==> config.mk <==
export PLATFORM = sky130hd
export DESIGN_NAME = uart_tx_arbiter
export DESIGN_NICKNAME = d
export VERILOG_FILES = /design/src/rtl/uart_tx_arbiter.sv
export SDC_FILE = /design/constraint.sdc
export NUM_CORES = 1
export LEC_CHECK = 0
export CAP_MARGIN = 20
export CORE_MARGIN = 5
export CORE_UTILIZATION = 50
export CTS_BUF_LIST = sky130_fd_sc_hd__clkbuf_2
export DETAILED_ROUTE_END_ITERATION = 12
export PLACE_DENSITY = 0.83
export RECOVER_POWER = 25
export SLEW_MARGIN = 5
export SYNTH_ARGS = -nofsm -noshare
export SYNTH_HDL_FRONTEND = slang
export SYNTH_SLANG_ARGS = --single-unit
export TNS_END_PERCENT = 5
==> constraint.sdc <==
create_clock -name sys_clk -period 3.9 [get_ports sys_clk]
set_input_delay 0.78 -clock sys_clk [delete_from_list [all_inputs] [get_ports sys_clk]]
set_output_delay 0.78 -clock sys_clk [all_outputs]
set_load 0.05 [all_outputs]
==> src/rtl/uart_tx_arbiter.sv <==
// Round-robin arbiter with per-packet lock that feeds one UART TX byte engine.
// Latency: byte accepted at cycle T, tx_start pulse at T+1; next accept after tx_busy falls (+GAP_CLKS).
// Backpressure: req_ready is a one-hot strobe, only asserted in IDLE; sources simply hold req_valid.
module uart_tx_arbiter #(
    parameter int NREQ         = 4,
    parameter int GAP_CLKS     = 0,
    parameter int LOCK_TIMEOUT = 50000
) (
    input  logic                      sys_clk,
    input  logic                      sys_rst,
    input  logic [NREQ-1:0]           req_valid,
    input  logic [NREQ*8-1:0]         req_data,
    input  logic [NREQ-1:0]           req_last,
    output logic [NREQ-1:0]           req_ready,
    input  logic                      tx_busy,
    output logic                      tx_start,
    output logic [7:0]                tx_data,
    output logic [$clog2(NREQ)-1:0]   grant_id,
    output logic                      active,
    output logic                      err
);

    localparam int IW = $clog2(NREQ);
    localparam int TW = $clog2(LOCK_TIMEOUT + 1);
    localparam int GW = (GAP_CLKS > 1) ? $clog2(GAP_CLKS) : 1;

    typedef enum logic [2:0] {
        IDLE    = 3'd0,
        START   = 3'd1,
        WAIT_HI = 3'd2,
        WAIT_LO = 3'd3,
        GAP     = 3'd4
    } state_t;

    state_t          state_q, state_d;
    logic [IW-1:0]   rr_ptr_q, rr_ptr_d;
    logic            lock_q, lock_d;
    logic [7:0]      tx_data_q, tx_data_d;
    logic [IW-1:0]   grant_q, grant_d;
    logic            active_q, active_d;
    logic            err_q, err_d;
    logic [1:0]      wait_cnt_q, wait_cnt_d;
    logic [GW-1:0]   gap_cnt_q, gap_cnt_d;
    logic [TW-1:0]   to_cnt_q, to_cnt_d;

    logic [NREQ-1:0] owner_onehot;
    logic [NREQ-1:0] cand;
    logic            win_found;
    logic [IW-1:0]   win_idx;
    logic [NREQ-1:0] ready_c;

    // Advance a source index by one with wrap at NREQ.
    function automatic logic [IW-1:0] ptr_inc(input logic [IW-1:0] v);
        if (int'(v) == NREQ - 1) begin
            return '0;
        end
        return v + 1'b1;
    endfunction

    assign owner_onehot = NREQ'(1) << grant_q;
    assign cand         = lock_q ? (req_valid & owner_onehot) : req_valid;

    // Rotating-priority search: first candidate at or above rr_ptr, wrapping.
    always_comb begin
        int idx;
        win_found = 1'b0;
        win_idx   = '0;
        idx       = 0;
        for (int k = 0; k < NREQ; k++) begin
            idx = int'(rr_ptr_q) + k;
            if (idx >= NREQ) begin
                idx = idx - NREQ;
            end
            if (!win_found && cand[idx]) begin
                win_found = 1'b1;
                win_idx   = IW'(idx);
            end
        end
    end

    // Sequencer next-state: accept, launch, track busy window, optional gap, lock bookkeeping.
    always_comb begin
        state_d    = state_q;
        rr_ptr_d   = rr_ptr_q;
        lock_d     = lock_q;
        tx_data_d  = tx_data_q;
        grant_d    = grant_q;
        active_d   = active_q;
        err_d      = 1'b0;
        wait_cnt_d = wait_cnt_q;
        gap_cnt_d  = gap_cnt_q;
        to_cnt_d   = '0;
        ready_c    = '0;

        case (state_q)
            IDLE: begin
                active_d = 1'b0;
                if (win_found) begin
                    ready_c   = NREQ'(1) << win_idx;
                    tx_data_d = req_data[int'(win_idx)*8 +: 8];
                    grant_d   = win_idx;
                    active_d  = 1'b1;
                    state_d   = START;
                    if (req_last[win_idx]) begin
                        // Packet end is the only point the rotation moves on.
                        lock_d   = 1'b0;
                        rr_ptr_d = ptr_inc(win_idx);
                    end else begin
                        lock_d = 1'b1;
                    end
                end else if (lock_q && !req_valid[grant_q]) begin
                    // Owner went quiet mid-packet; give the line away after the timeout.
                    if (to_cnt_q == TW'(LOCK_TIMEOUT - 1)) begin
                        err_d    = 1'b1;
                        lock_d   = 1'b0;
                        rr_ptr_d = ptr_inc(grant_q);
                    end else begin
                        to_cnt_d = to_cnt_q + 1'b1;
                    end
                end
            end
            START: begin
                wait_cnt_d = '0;
                state_d    = WAIT_HI;
            end
            WAIT_HI: begin
                if (tx_busy) begin
                    state_d = WAIT_LO;
                end else if (wait_cnt_q == 2'd2) begin
                    // Engine never picked the byte up: drop it and abandon the packet.
                    err_d    = 1'b1;
                    lock_d   = 1'b0;
                    rr_ptr_d = ptr_inc(grant_q);
                    active_d = 1'b0;
                    state_d  = IDLE;
                end else begin
                    wait_cnt_d = wait_cnt_q + 1'b1;
                end
            end
            WAIT_LO: begin
                if (!tx_busy) begin
                    if (GAP_CLKS > 0) begin
                        gap_cnt_d = '0;
                        state_d   = GAP;
                    end else begin
                        active_d = 1'b0;
                        state_d  = IDLE;
                    end
                end
            end
            GAP: begin
                if (gap_cnt_q == GW'(GAP_CLKS - 1)) begin
                    active_d = 1'b0;
                    state_d  = IDLE;
                end else begin
                    gap_cnt_d = gap_cnt_q + 1'b1;
                end
            end
            default: begin
                active_d = 1'b0;
                state_d  = IDLE;
            end
        endcase
    end

    // State and datapath registers; reset abandons any sequence in progress.
    always_ff @(posedge sys_clk or posedge sys_rst) begin
        if (sys_rst) begin
            state_q    <= IDLE;
            rr_ptr_q   <= '0;
            lock_q     <= 1'b0;
            tx_data_q  <= '0;
            grant_q    <= '0;
            active_q   <= 1'b0;
            err_q      <= 1'b0;
            wait_cnt_q <= '0;
            gap_cnt_q  <= '0;
            to_cnt_q   <= '0;
        end else begin
            state_q    <= state_d;
            rr_ptr_q   <= rr_ptr_d;
            lock_q     <= lock_d;
            tx_data_q  <= tx_data_d;
            grant_q    <= grant_d;
            active_q   <= active_d;
            err_q      <= err_d;
            wait_cnt_q <= wait_cnt_d;
            gap_cnt_q  <= gap_cnt_d;
            to_cnt_q   <= to_cnt_d;
        end
    end

    // The accept strobe is combinational, so hold it low while reset is asserted.
    assign req_ready = sys_rst ? '0 : ready_c;
    assign tx_start  = (state_q == START);
    assign tx_data   = tx_data_q;
    assign grant_id  = grant_q;
    assign active    = active_q;
    assign err       = err_q;

endmodule
==> flow_summary.ini, run 1 <==
[flow_run]
drv.max_cap_violation_count = 1

[worst_setup_path]
crit_path_max_incr_delay_ps = 530
worst_setup_path_end_kind = output pin
r2r-end = tx_data[4]$_DFFE_PP0P_
crit_slowest_cell = dfrtp_1
crit_required_ps = 3120
timing.critical_path.cells = inv_1 -> ha_1 -> nand2b_1 -> a31o_1 -> a2bb2oi_1 -> a21oi_2 -> inv_2 -> ha_1 -> and3_1 -> buf_4
ff2ff_path_depth = 10
reg2reg_slack_ps = 1220
worstPathArrival_ps = 2700
criticalPathCategory = flop to output pin
critical-path-top-cell-by-count = ha_1
path_buf_inv = 3
r2r-start = grant_id[0]$_DFFE_PP0P_
startpoint_class_of_the_critical_path = flop
cp_max_fo = 7
critical-path-top-delay-family = compound AO/OA/AOI/OAI gates

[route]
drt_first_pass_iters = 6
drc = 0
num_vias = 1924
drtIter0Drc = 129
routed_wl_um = 4970
vias_per_cell = 5.374
wire_per_inst_um = 13.88
ant_nets = 0

[sta]
final.setup.worst_slack_ps = 418.6
timing_worst_slew_pin_value_ps = 1794
slew_headroom = -0.1959
finalWorstPathRequiredPeriod_ps = 3481
grt_setup_unrepaired = no
fin_crit_sh = 0.8927
whs_ps = 489.0
fin_setup_tns_ps = 0
hold_violations = 0
skew_ps = 11.62
setup_viol = 0
timing.fmax_mhz = 287.2
drv_slew = 36

[clock_network]
cts_resized = 0
ctsHtreeMaxLevel = 2
cts.sink_count = 35
cts_inserted_buffers = 5
cts.repair_timing.setup_buffer_count = 0
holdBufCountCts = 0
clock_network_latency_to_the_later_pin_of_the_worst_skew_pair_ps = 380
clk_pin_slew_worst_setup_hold_paths_ps = 170
clockRootBuffer = clkbuf_2
clk_path_buf_depth = 2
tritoncts = built

[hold_path]
min_delay_path_depth = 1
worst_min_delay_path_category = flop to flop
hold_start = to_cnt_q[0]$_DFF_PP0_
whs_endpoint = to_cnt_q[0]$_DFF_PP0_

[power]
vdd.ir_drop.worst_v = 0.0003183
powerDensity_mw_per_mm2 = 679.2
report.power.total_mw = 1.972
total_leakage_power_nw = 1.251

[outcome]
violations = max-capacitance violations, max-slew violations
run_status = complete, but fails checks

[synth]
syn_area_per_cell_um2 = 9.032
synth_fp_nets = 295
cell_area_after_synthesis_mm2 = 0.002186
synth-warning-count = 0
postSynthCellCount = 242
postSynth.topFlopCell = dfrtp_1
async_flop_share = 1.000
synth.lib_cells_used.distinct = 44
yosys_register_bits = 35
synth_enable_flop_cells = 0
ys_seq_area_frac = 0.4007

[cells_and_area]
finalNetCount = 358
multiInputGateArea_mm2 = 0.001215
diode_insertion_count_for_antenna_repair = 0
seq_area_um2 = 875.8
finalCoreUtilization = 0.6763
layout-area-overhead-vs-synth_pct = 32.86
nFillCells = 362
drive_gt1_frac = 0.08824

[grt]
first_global_vias = 1858
grt_pass1_wl_um = 8404
grt_antenna_before_repair = 0
grt_overflow = 0
grt_start_max_net_pins = 36
global_route.usage.total = 0.1732

[floorplanning]
rows = 24
initial_core_utilization = 0.5090
dieArea_mm2 = 0.005794
fp.dieH_um = 76.12
dieWidth_um = 76.12
placeableCoreArea_mm2 = 0.004294
i_o_pin_cnt = 60

[place]
port_buffers = 59
finalWeightedCongestion = 0.8994
dp_slack_ps = 502.8
placed_wire_length_estimate_um = 3929
-- worst max path at each step --
stage | end | cells past startpoint | slack [ps] | from
CTS | req_ready[0] | 10 | 410 | grant_id[0]$_DFFE_PP0P_
detailed placement | req_ready[0] | 8 | 500 | req_valid[3]
finish | req_ready[0] | 10 | 420 | grant_id[0]$_DFFE_PP0P_
floorplan | req_ready[3] | 9 | 270 | grant_id[0]$_DFFE_PP0P_
global route | req_ready[0] | 10 | 260 | grant_id[0]$_DFFE_PP0P_
global placement | req_ready[0] | 7 | 560 | req_valid[3]
-- per-stage QoR --
| stage | cell area [um^2] | cells |
|---|---|---|
| after floorplan | 2186 | 242 |
| after global placement | 2844 | 350 |
| after CTS | 2908 | 358 |
| final | 2904 | 358 |
| after detailed placement | 2844 | 350 |
| after global routing | 2904 | 358 |
-- routing by layer --
layer / up-vias / track usage / wire, um
li1: 967 / - / -
met1: 894 / 0.2069 / 2019
met2: 57 / 0.2997 / 2538
met3: 6 / 0.05437 / 330
met4: 0 / 0.04545 / 82
met5: - / 0 / 0
-- Yosys cell counts, drive strengths merged (2+ instances only) --
master,instances,area share
nand3,6,0.014
nor2,25,0.043
xnor2,5,0.020
nor4,3,0.0086
mux2i,13,0.060
a222oi,2,0.0092
a21oi,5,0.013
buf,3,0.013
mux2,8,0.041
nand4,3,0.0086
nand2b,4,0.011
xor2,9,0.036
nor3,3,0.0069
ha,10,0.057
and3,6,0.017
a31o,2,0.0080
o21ai,25,0.057
nand2,37,0.064
a211oi,3,0.010
o32ai,2,0.0080
nor4b,2,0.0080
inv,13,0.022
and2b,2,0.0074
dfrtp,35,0.40
clkbuf,4,0.0069
-- power by group --
group          internal [mW]  switching [mW]  leakage [nW]
Combinational          0.477           0.726         0.751
Sequential             0.457          0.0857         0.460
Clock                  0.106           0.121        0.0404
Total                   1.04           0.933          1.25
-- cells in the final DEF, fill, tap and decap left out, types with 2 or more instances in the layout --
cell	n
a21oi_1	4
and3_1	6
nor4b_1	2
clkbuf_2	5
dfrtp_1	35
nand4_1	3
clkinv_1	2
nor4_1	3
o21ai_1	20
clkdlybuf4s50_1	54
a222oi_1	2
xor2_1	9
inv_1	11
buf_4	5
buf_12	2
ha_1	10
a211oi_1	3
nand3_1	6
nand2_1	37
mux2_2	7
mux2i_1	13
inv_2	2
o32ai_1	2
o21ai_0	5
a31o_1	2
xnor2_1	5
nor2_1	25
nor3_1	3
nand2b_1	4
-- flip-flops by register name, indices dropped and copies added (netlist names), 2 cells and up --
signal	flops
to_cnt_q	16
tx_data	8
grant_id	2
rr_ptr_q	2
state_q	2
wait_cnt_q	2
-- area by class of cell --
cell class / instances / share of cell area
clock buffer: 5 / 0.008617
clock inverter: 3 / 0.01336
inverter: 14 / 0.01810
multi-input combinational: 186 / 0.4184
sequential: 35 / 0.3016
tap: 52 / 0.02240
timing repair buffer: 63 / 0.2176
-- logic make-up (layout without fill, tap and decap cells) --
logic type	after synthesis	count (layout)	share of synthesized area
adder cells (fa/ha/maj)	10	10	0.05724
buffers and inverters	21	85	0.04350
AND/OR/NAND/NOR	95	95	0.2009
AO/OA/AOI/OAI	45	45	0.1305
XOR/XNOR	14	14	0.05610
multiplexers	22	22	0.1110
flip-flops	35	35	0.4007
Power figures use the tool's default switching activity.
==> run 2, diff against run 1 <==
==> constraint.sdc (replaced) <==
create_clock -name sys_clk -period 3.9 [get_ports sys_clk]
set_input_delay 0.78 -clock sys_clk [delete_from_list [all_inputs] [get_ports sys_clk]]
set_output_delay 0.78 -clock sys_clk [all_outputs]
set_load 0.02 [all_outputs]
==> run 2 against run 1 <==
Largest power group unchanged. Worst setup slack better by 85 ps. Hold slack got worse by 20 ps. Clock power fell by 27%. The flow still finishes with violations (max-capacitance violations, max-slew violations). Sequential power about the same. Sequential share of layout area grew 0.060 points. Total power is 10% lower. Final cell count grew 0.28%. Non-clock buffer count up 1. Highest routed layer unchanged. Maximum frequency increased by 2.5%. Sequential cell count unchanged.
==> flow_summary.ini, run 2 (same netlist as run 1, synthesis figures left out) <==
[outcome]
run_status = complete, but fails checks
violations = max-capacitance violations, max-slew violations

[floorplanning]
placeableCoreArea_mm2 = 0.004294
dieWidth_um = 76.12
fp.dieH_um = 76.12
rows = 24
initial_core_utilization = 0.5090
i_o_pin_cnt = 60
dieArea_mm2 = 0.005794

[grt]
grt_pass1_wl_um = 8680
first_global_vias = 1914
grt_start_max_net_pins = 36
grt_overflow = 0
global_route.usage.total = 0.1807
grt_antenna_before_repair = 0

[worst_setup_path]
crit_path_max_incr_delay_ps = 470
timing.critical_path.cells = inv_1 -> ha_1 -> and2b_2 -> o32ai_1 -> a222oi_1 -> buf_4 -> inv_2 -> ha_1 -> and3_1 -> dlymetal6s2s_1
worst_setup_path_end_kind = output pin
criticalPathCategory = flop to output pin
startpoint_class_of_the_critical_path = flop
critical-path-top-cell-by-count = ha_1
crit_required_ps = 3120
worstPathArrival_ps = 2620
crit_slowest_cell = dfrtp_2
cp_max_fo = 8

[route]
vias_per_cell = 5.267
num_vias = 1891
routed_wl_um = 4918
drt_first_pass_iters = 4
wire_per_inst_um = 13.70
ant_nets = 0
drc = 0
drtIter0Drc = 60

[cells_and_area]
most-common-layout-cells = clkdlybuf4s50_1 (53), nand2_1 (37), dfrtp_1 (33)
drive_gt1_frac = 0.09446
largest_register = to_cnt_q
finalCoreUtilization = 0.6769
layout-area-overhead-vs-synth_pct = 32.97
leading_cell_type_in_the_layout_fill_and_taps_excluded = clkdlybuf4s50_1
diode_insertion_count_for_antenna_repair = 0
finalNetCount = 359
largest_register_ff_count = 16

[sta]
timing.fmax_mhz = 294.4
drv_slew = 36
slew_headroom = -0.1880
skew_ps = 6.929
fin_setup_tns_ps = 0
setup_viol = 0
finalWorstPathRequiredPeriod_ps = 3396
fin_crit_sh = 0.8709
hold_violations = 0
timing_worst_slew_pin_value_ps = 1782
grt_setup_unrepaired = no
final.setup.worst_slack_ps = 503.5

[clock_network]
holdBufCountCts = 0
tritoncts = built
ctsHtreeMaxLevel = 2
cts_inserted_buffers = 5
clk_pin_slew_worst_setup_hold_paths_ps = 160
clockRootBuffer = clkbuf_2
clock_network_latency_to_the_later_pin_of_the_worst_skew_pair_ps = 370
cts.sink_count = 35
clk_path_buf_depth = 2

[place]
placed_wire_length_estimate_um = 3879
finalWeightedCongestion = 0.8689
dp_slack_ps = 101.0
port_buffers = 59

[power]
total_leakage_power_nw = 1.318
powerDensity_mw_per_mm2 = 608.9
vdd.ir_drop.worst_v = 0.0003087

[hold_path]
worst_min_delay_path_category = flop to flop

[flow_run]
drv.max_cap_violation_count = 1
## run 2: cell types whose count changed in the layout (fill, tap and decap cells not counted), moves of 2 or more
cell / change
dlymetal6s2s_1: +5
buf_12: -2
clkbuf_2: +2
dfrtp_1: -2
dfrtp_2: +2
## run 2: worst max-delay path, delay by kind of cell, from the launching register on
family | cells | cell delay (ps)
buffers and inverters | 4 | 570
AOI/OAI and AO/OA | 2 | 400
DFF | 1 | 470
and+or+nand+nor | 2 | 400
adders and majority gates | 2 | 400
## run 2: path summary, 6_finish.rpt
kind	depth (start not counted)	from	slack, ps	endpoint
worst max register to register	10	grant_id[0]$_DFFE_PP0P_	1300	tx_data[0]$_DFFE_PP0P_
worst min register to register	1	to_cnt_q[0]$_DFF_PP0_	470	to_cnt_q[0]$_DFF_PP0_
worst min-delay path	1	to_cnt_q[0]$_DFF_PP0_	470	to_cnt_q[0]$_DFF_PP0_
max in group asynchronous	3	sys_rst	1230	grant_id[1]$_DFFE_PP0P_
min in group asynchronous	3	sys_rst	1540	tx_data[4]$_DFFE_PP0P_
worst max-delay path	10	grant_id[0]$_DFFE_PP0P_	500	req_ready[1]
## run 2: power by group
group	switching (mW)	total, mW	internal [mW]	leakage (nW)
Sequential	0.0824	0.542	0.459	0.457
Clock	0.115	0.164	0.0489	0.0330
Combinational	0.576	1.06	0.488	0.828
## run 2: what timing repair did
item / in CTS / in global routing
resized for setup: 0 / 10
endpoints found under the setup margin: 0 / 4
buffers inserted: 0 / 0
hold endpoints to repair: 0 / 0
## run 2: area by class of cell
| cell class | instances | area (um^2) |
|---|---|---|
| Multi-Input combinational cell | 186 | 1234 |
| Fill cell | 351 | 1388 |
| Clock buffer | 7 | 35.03 |
| Tap cell | 52 | 65.06 |
| Clock inverter | 1 | 5.005 |
| Timing Repair Buffer | 64 | 636.9 |
| Inverter | 14 | 52.55 |
| Sequential cell | 35 | 878.3 |
## run 2: layer usage
layer | GRT usage | vias up | share of wire
li1 | - | 966 | -
met3 | 0.05556 | 12 | 0.070
met4 | 0.07343 | 0 | 0.022
met1 | 0.2146 | 858 | 0.41
met5 | 0 | - | 0
met2 | 0.3022 | 55 | 0.50
## run 2: metrics by stage
step | hold WS (ps) | area, um^2 | power, mW | std cells
final | 468.9 | 2907 | 1.770 | 359
after global routing | 502.3 | 2907 | 1.940 | 359
after CTS | 471.0 | 2877 | 1.767 | 359
after detailed placement | 450.0 | 2836 | 1.600 | 351
after global placement | 448.7 | 2836 | 1.575 | 351
after floorplan | 432.9 | 2186 | 1.269 | 242
